`src/rtl/uart_rx.sv`:
```
// Oversampling asynchronous serial receiver, LSB-first, one stop bit.
// Companion of uart_tx; shares its baud-select encoding.
module uart_rx #(
    parameter int         data_bits                 = 8,
    parameter int         received_bit_counter_bits = 4,
    parameter logic [2:0] br                        = 3'b000
) (
    input  logic                 sysclk,
    input  logic                 rst_n,
    input  logic                 rxd,
    output logic [data_bits-1:0] DBUS,
    output logic                 rxd_doneH,
    output logic                 rxd_ferrH,
    output logic                 rxd_busyH
);

    localparam int CPB = 16 << br;
    localparam int CW  = 12;
    localparam int BW  = received_bit_counter_bits;

    localparam logic [CW-1:0] half_m1  = CW'(CPB / 2 - 1);
    localparam logic [CW-1:0] full_m1  = CW'(CPB - 1);
    localparam logic [BW-1:0] last_bit = BW'(data_bits - 1);

    typedef enum logic [2:0] {
        IDLE,
        START,
        DATA,
        STOP,
        WAITHI
    } state_t;

    state_t               state, state_n;
    logic [CW-1:0]        cnt, cnt_n;
    logic [BW-1:0]        bitcnt, bitcnt_n;
    logic [data_bits-1:0] sh, sh_n;
    logic [data_bits-1:0] dbus_n;
    logic                 done_n, ferr_n;
    logic                 rxd_m, rxd_s;

    // Idle-high reset value keeps a fresh reset from looking like a start bit
    always_ff @(posedge sysclk or negedge rst_n) begin
        if (!rst_n) begin
            rxd_m <= 1'b1;
            rxd_s <= 1'b1;
        end else begin
            rxd_m <= rxd;
            rxd_s <= rxd_m;
        end
    end

    always_ff @(posedge sysclk or negedge rst_n) begin
        if (!rst_n) begin
            state     <= IDLE;
            cnt       <= '0;
            bitcnt    <= '0;
            sh        <= '0;
            DBUS      <= '0;
            rxd_doneH <= 1'b0;
            rxd_ferrH <= 1'b0;
        end else begin
            state     <= state_n;
            cnt       <= cnt_n;
            bitcnt    <= bitcnt_n;
            sh        <= sh_n;
            DBUS      <= dbus_n;
            rxd_doneH <= done_n;
            rxd_ferrH <= ferr_n;
        end
    end

    always_comb begin
        state_n  = state;
        cnt_n    = cnt + 1'b1;
        bitcnt_n = bitcnt;
        sh_n     = sh;
        dbus_n   = DBUS;
        done_n   = 1'b0;
        ferr_n   = 1'b0;
        unique case (state)
            IDLE: begin
                cnt_n = '0;
                if (!rxd_s) state_n = START;
            end
            START: begin
                if (cnt == half_m1) begin
                    cnt_n    = '0;
                    bitcnt_n = '0;
                    state_n  = rxd_s ? IDLE : DATA;
                end
            end
            DATA: begin
                if (cnt == full_m1) begin
                    cnt_n = '0;
                    sh_n  = {rxd_s, sh[data_bits-1:1]};
                    if (bitcnt == last_bit) begin
                        bitcnt_n = '0;
                        state_n  = STOP;
                    end else begin
                        bitcnt_n = bitcnt + 1'b1;
                    end
                end
            end
            STOP: begin
                if (cnt == full_m1) begin
                    cnt_n = '0;
                    if (rxd_s) begin
                        dbus_n  = sh;
                        done_n  = 1'b1;
                        state_n = IDLE;
                    end else begin
                        ferr_n  = 1'b1;
                        state_n = WAITHI;
                    end
                end
            end
            WAITHI: begin
                // A held-low line must go high before another start is armed
                cnt_n = '0;
                if (rxd_s) state_n = IDLE;
            end
            default: begin
                cnt_n   = '0;
                state_n = IDLE;
            end
        endcase
    end

    assign rxd_busyH = (state != IDLE);

endmodule

```
`config.mk`:
```
export PLATFORM = sky130hd
export DESIGN_NAME = uart_rx
export DESIGN_NICKNAME = d
export VERILOG_FILES = /design/src/rtl/uart_rx.sv
export SDC_FILE = /design/constraint.sdc
export NUM_CORES = 1
export LEC_CHECK = 0
export ABC_AREA = 1
export CORE_MARGIN = 2
export CORE_UTILIZATION = 52
export DETAILED_ROUTE_END_ITERATION = 12
export GPL_ROUTABILITY_DRIVEN = 0
export PLACE_DENSITY = 0.75
export SETUP_SLACK_MARGIN = 0.4
export SLEW_MARGIN = 20
export SYNTH_ARGS = -nofsm -noshare
export SYNTH_HDL_FRONTEND = slang
export SYNTH_SLANG_ARGS = --single-unit
```
`constraint.sdc`:
```
create_clock -name sysclk -period 1.35 [get_ports sysclk]
set_clock_uncertainty 0.05 [all_clocks]
set_input_delay 0.135 -clock sysclk [delete_from_list [all_inputs] [get_ports sysclk]]
set_output_delay 0.135 -clock sysclk [all_outputs]
set_load 0.005 [all_outputs]
```
; Word-level counts from Yosys, hierarchy flattened
; Cells that the tools add are included.
[word_totals]
register_bits = 39
output_inout_bits = 11
[classes]
add_sub_neg = 2
n_eq_ne = 13
muxes = 22
reduce_logical = 8
[ops]
columns = op, count
row1 = 12-bit 2-to-1 mux, 2
row2 = 12-bit case mux with 2 select lines, 1
row3 = 3-bit 2-to-1 mux, 7
row4 = 3-bit case mux with 5 select lines, 1
row5 = "12-bit by 1-bit adder with 12-bit output, second input constant", 1
row6 = "12-bit by 3-bit equality test with 1-bit output, second input constant", 1
row7 = "12-bit by 4-bit equality test with 1-bit output, second input constant", 1
row8 = 4-bit 2-to-1 mux, 3
row9 = "2-bit inequality test, second input constant", 6
row10 = 4-bit case mux with 2 select lines, 1
row11 = "3-bit by 2-bit equality test with 1-bit output, second input constant", 2
row12 = 1-bit 2-to-1 mux, 6
row13 = 3-bit AND reduction, 2
row14 = 6-bit AND reduction, 1
row15 = "4-bit by 1-bit adder with 4-bit output, second input constant", 1
row16 = "4-bit by 3-bit equality test with 1-bit output, second input constant", 1
row17 = "3-bit by 1-bit equality test with 1-bit output, second input constant", 1
row18 = "3-bit equality test, second input constant", 1
row19 = 3-bit zero test, 1
row20 = 3-bit nonzero test, 1
row21 = 2-bit 2-to-1 mux, 1
row22 = 2-bit AND reduction, 1
row23 = 2-bit nonzero test, 1
row24 = 2-bit OR reduction, 1

; Depth between registers and ports, before layout
[logic_depth]
ltp_word = 4
mapped_depth = 10
mapped_depth_nobuf = 8

; Least setup slack after synthesis
; Ideal clock, no wire load.
[synth_path]
kind = register to register
from = reg cnt[0]
to = reg cnt[10]
setup_ps = 71
t_arrival_ps = 1305
t_required_ps = 1229
slack_ps = -76
path_stages_with_launch = 10
path_cell_list = dfrtp_1 > ha_1 > nand3_2 > inv_1 > nand2_1 > nand2_2 > nand2_2 > inv_2 > buf_6 > nor2_1
[synth_between]
elab_chain_len = 3
word_cells_on_any_way = 6
[synth_rtl]
columns = item, line_no
row1 = start: declaration, 34  ; logic [CW-1:0] cnt, cnt_n;
row2 = start signal: assignment, 63  ; cnt <= cnt_n;
row3 = "12-bit by 1-bit adder with 12-bit output, or another cell as far along", 74  ; cnt_n = cnt + 1'b1;
row4 = "12-bit 2-to-1 mux, on equally long branches", "93, 105, 86"
row5 = 12-bit case mux with 2 select lines (*), 80  ; unique case (state)
row6 = net cnt_n[10], 34
; The timed path passes the listed nets; every way through them passes the cells marked *.
; A chain may end at the register's enable or synchronous reset.

; Worst setup path after layout
[layout_path]
from = reg cnt[1]
to = reg DBUS[0]
[layout_between]
elab_chain_len = 2
[layout_rtl]
columns = item, line_no
row1 = 12-bit by 4-bit equality test with 1-bit output, 105  ; if (cnt == full_m1) begin
row2 = 3-bit AND reduction (no line), --
row3 = end signal: assignment, 66  ; DBUS <= dbus_n;
row4 = end: declaration, 11  ; output logic [data_bits-1:0] DBUS,
; Every way passes these cells.

==> flow_summary_export.csv <==
group,metric,value,unit
sta,max_slew_margin,80.92,%
synth,ys_ff_latch,39,
sta,final.period_utilization,115.7,%
synth,mappedNetlistArea,0.001926,mm^2
power_and_ir_drop,p_clk_share,23.1,%
run,drv.max_cap_violation_count,0,
sta,post-route-min-period,1562,ps
floorplan,pin_count,14,
synth,synthCells,218,
synth,syn_avg_cell_area,8.833,um^2
synth,yosys_most_used_dff,"sky130_fd_sc_hd__dfrtp_1",
clock_network,clock_insertion_delay_worst_skew,300,ps
critical_path,critical_path.cell_chain,"ha_4 > nand3_4 > nor2_4 > buf_6 > nand4_4 > nand2_2 > nand2_2",
clock_network,tritoncts_clock_tree,"done",
sta,report.final.slew_viol_count,0,
grt,grt_pass1_wl,7.769,mm
sta,grt_setup_unrepaired,"true",
grt,globalRouteMet3Util,3.993,%
synth,mappedNetlistNets,223,
synth,ys_top_cells_by_count,"sky130_fd_sc_hd__nand2_1, sky130_fd_sc_hd__dfrtp_1, sky130_fd_sc_hd__nor2_1",
critical_path,critPathBufInv,1,
sta,slew_worst_pin,286.2,ps
critical_path,crit_start_category,"flip-flop",
cells_and_area,antenna_cells,0,
routing,finalWirelength,5.700,mm
floorplan,coreArea,0.003606,mm^2
synth,synth_top_cell_by_area,"sky130_fd_sc_hd__dfrtp_1",
grt,grt_antenna_before_repair,0,
critical_path,setup_cp_type,"reg -> reg",
critical_path,crit_path_top_delay_cell,"sky130_fd_sc_hd__dfrtp_1",
critical_path,end_kind,"flip-flop",
place,post-place-cells,312,
synth,synth_largest_type_area_fraction,48.08,%
clock_network,clock_tree.root_cell,"sky130_fd_sc_hd__clkbuf_8",
cells_and_area,drive_gt1_share,56.46,%
sta,setup_violations,36,
sta,totalNegativeSetupSlack,-4697,ps
critical_path,required,1490,ps
critical_path,worst_path_most_repeated_cell,"sky130_fd_sc_hd__nand2_2",
power_and_ir_drop,comb_power_share,41.8,%
outcome,violations,"setup timing",
power_and_ir_drop,power_report.internal_total,2.423,mW
power_and_ir_drop,total_leakage_power,1.365,nW
power_and_ir_drop,power.total,3.835,mW
place,portBuffers,13,
floorplan,die_width,64.85,um
clock_network,cts-htree-levels,2,
synth,synth-edff-count,0,
sta,max_freq,0.6400,GHz
cells_and_area,final_instance_count_excl_fillers,342,
power_and_ir_drop,power_switching_share,36.82,%
critical_path,setup.reg_to_reg.worst_slack,-210,ps
grt,gr-usage-met2,41.37,%
floorplan,core.rowCount,22,
power_and_ir_drop,ir_drop,0.9740,mV
synth,synth.top_cells.by_area,"sky130_fd_sc_hd__dfrtp_1, sky130_fd_sc_hd__nand2_1, sky130_fd_sc_hd__nor2_1, sky130_fd_sc_hd__o21ai_2, sky130_fd_sc_hd__inv_1",
routing,first_iter_violations,171,
routing,avgRoutedWirePerCell,16.67,um
place,place_area,0.002429,mm^2
place,hpwl,2.657,mm
clock_network,tritoncts.num_buffers,5,
synth,synth_most_common_cell,"sky130_fd_sc_hd__nand2_1",
synth,sequential_to_total_area_share_from_yosys_stat,50.81,%
cells_and_area,layout.nets,298,
sta,setup_ws,-212.4,ps
grt,first_global_vias,1708,
critical_path,arrival_time_worst_endpoint,1710,ps
grt,grt_overflow,0,
clock_network,tritoncts_num_sinks,39,
sta,timing_hold_violations_final,0,
power_and_ir_drop,p_sw,1.412,mW
synth,total_number_of_yosys_warnings,0,
clock_network,cts_buffer_depth,2,
cells_and_area,synth_to_final_area_change,51.92,%
critical_path,cp_max_fo,8,
routing,vias_per_cell,5.275,
floorplan,design.die.area,0.004206,mm^2
grt,top_usage_layer,"met2",
grt,grt.met1_usage,31.42,%
hold_path,holdCritPathClass,"in -> async",
clock_network,cts.clk_slew.worst_paths,90,ps
grt,grt_util_all_layers,24.62,%
cells_and_area,num-fill-cells,193,
power_and_ir_drop,power.sequential.fraction,35.1,%
routing,drt_pass1_iterations,4,
critical_path,max_stage_delay,410,ps
routing,drcViolationCount,0,
power_and_ir_drop,pwr_density_cell,1311,mW/mm^2
routing,postRouteAntennaNets,0,
routing,overall_via_count_from_detail_route,1804,
cells_and_area,postLayoutCoreUtil,81.12,%
critical_path,worst_path_dominant_cell_family,"simple AND/OR/NAND/NOR gates",
floorplan,die_y,64.85,um
synth,postSynth.asyncResetShare,100.0,%
cells_and_area,final_area,0.002925,mm^2
outcome,outcome,"finished with violations",
floorplan,floorplan.initialDensity,53.40,%
synth,netlist-cell-type-count,26,
grt,grt_start_max_net_pins,26,
-- power by group through the flow --
| stage | Sequential [mW] | Clock [mW] | Combinational (mW) |
|---|---|---|---|
| 6_report | 1.35 | 0.885 | 1.60 |
| 5_1_grt | 1.36 | 0.952 | 1.73 |
| 4_1_cts | 1.33 | 0.890 | 1.30 |
| 3_5_place_dp | 1.35 | 0 | 1.08 |
| 3_3_place_gp | 1.35 | 0 | 1.07 |
| 2_1_floorplan | 1.36 | 0 | 0.586 |
-- layer usage --
layer  up-vias  wire length (um)
met3        24               290
met5         -                 0
met1       866              2228
li1        838                 -
met2        76              2960
met4         0               221
-- cells by family (layout without fill, tap and decap cells) --
logic type | count (synthesis) | in the layout | share of synthesized area, %
fa+ha+maj | 2 | 2 | 1.299
compound gates | 19 | 19 | 7.342
simple gates | 121 | 122 | 30.21
buf+inv | 31 | 106 | 7.602
flops | 39 | 39 | 50.81
xor+xnor | 6 | 6 | 2.729
-- metrics by stage --
stage          setup WS [ps]  hold WS [ps]
6_report              -212.4         193.2
5_1_grt               -256.8         190.6
4_1_cts               -94.00         190.5
3_5_place_dp          -114.3         24.69
3_3_place_gp          -73.75         30.69
2_1_floorplan         -9.525        -210.6
-- worst reg2reg max path: cells and delay by family (launching register included) --
family	cells	cell delay, ps
adders and majority gates	1	190
buffers and inverters	1	120
DFF	1	410
and+or+nand+nor	5	690
-- layout make-up --
| class | instances | area [um^2] | area share (%) |
|---|---|---|---|
| multi-input combinational | 149 | 1099 | 37.55 |
| sequential | 39 | 979.7 | 33.49 |
| timing repair buffer | 70 | 571.8 | 19.55 |
| inverter | 27 | 103.9 | 3.550 |
| clock buffer | 7 | 96.34 | 3.293 |
| tap | 48 | 60.06 | 2.053 |
| clock inverter | 1 | 7.507 | 0.2566 |
| timing repair inverter | 1 | 7.507 | 0.2566 |
-- registers in the layout, indices dropped and copies added, names as in the netlist --
| register | flops |
|---|---|
| bitcnt | 4 |
| rxd_m | 1 |
| rxd_doneH | 1 |
| sh | 8 |
| cnt | 12 |
| state | 3 |
| DBUS | 8 |
| rxd_ferrH | 1 |
| rxd_s | 1 |
-- final timing paths --
check | cells past startpoint | from | endpoint
setup / recovery | 7 | cnt[1] | DBUS[0]
setup reg to reg | 7 | cnt[1] | DBUS[0]
hold reg to reg | 0 | rxd_m | rxd_s
min in group sysclk | 1 | rxd | rxd_m
hold / removal | 2 | rst_n | DBUS[0]
max in group asynchronous | 3 | rst_n | rxd_m
-- layout by cell type, fill, tap and decap left out, drive strengths merged --
cell type,instances
ha,2
clkbuf,8
nor3,4
a21oi,1
nand4,7
nand3,15
clkinvlp,2
dfrtp,37
buf,67
o21bai,2
nand3b,1
clkdlybuf4s50,1
nor2,32
dlygate4sd3,1
xnor2,2
o21ai,16
xor2,4
nand2,63
inv,27
dfstp,2
-- repair_timing --
action,in CTS,in global routing
buffers inserted,9,9
resized for setup,77,40
pin swaps,13,19
endpoints found under the hold margin,14,0
hold buffers,1,0
gates cloned,3,0
setup endpoints to repair,48,50
Power figures use the tool's default switching activity.
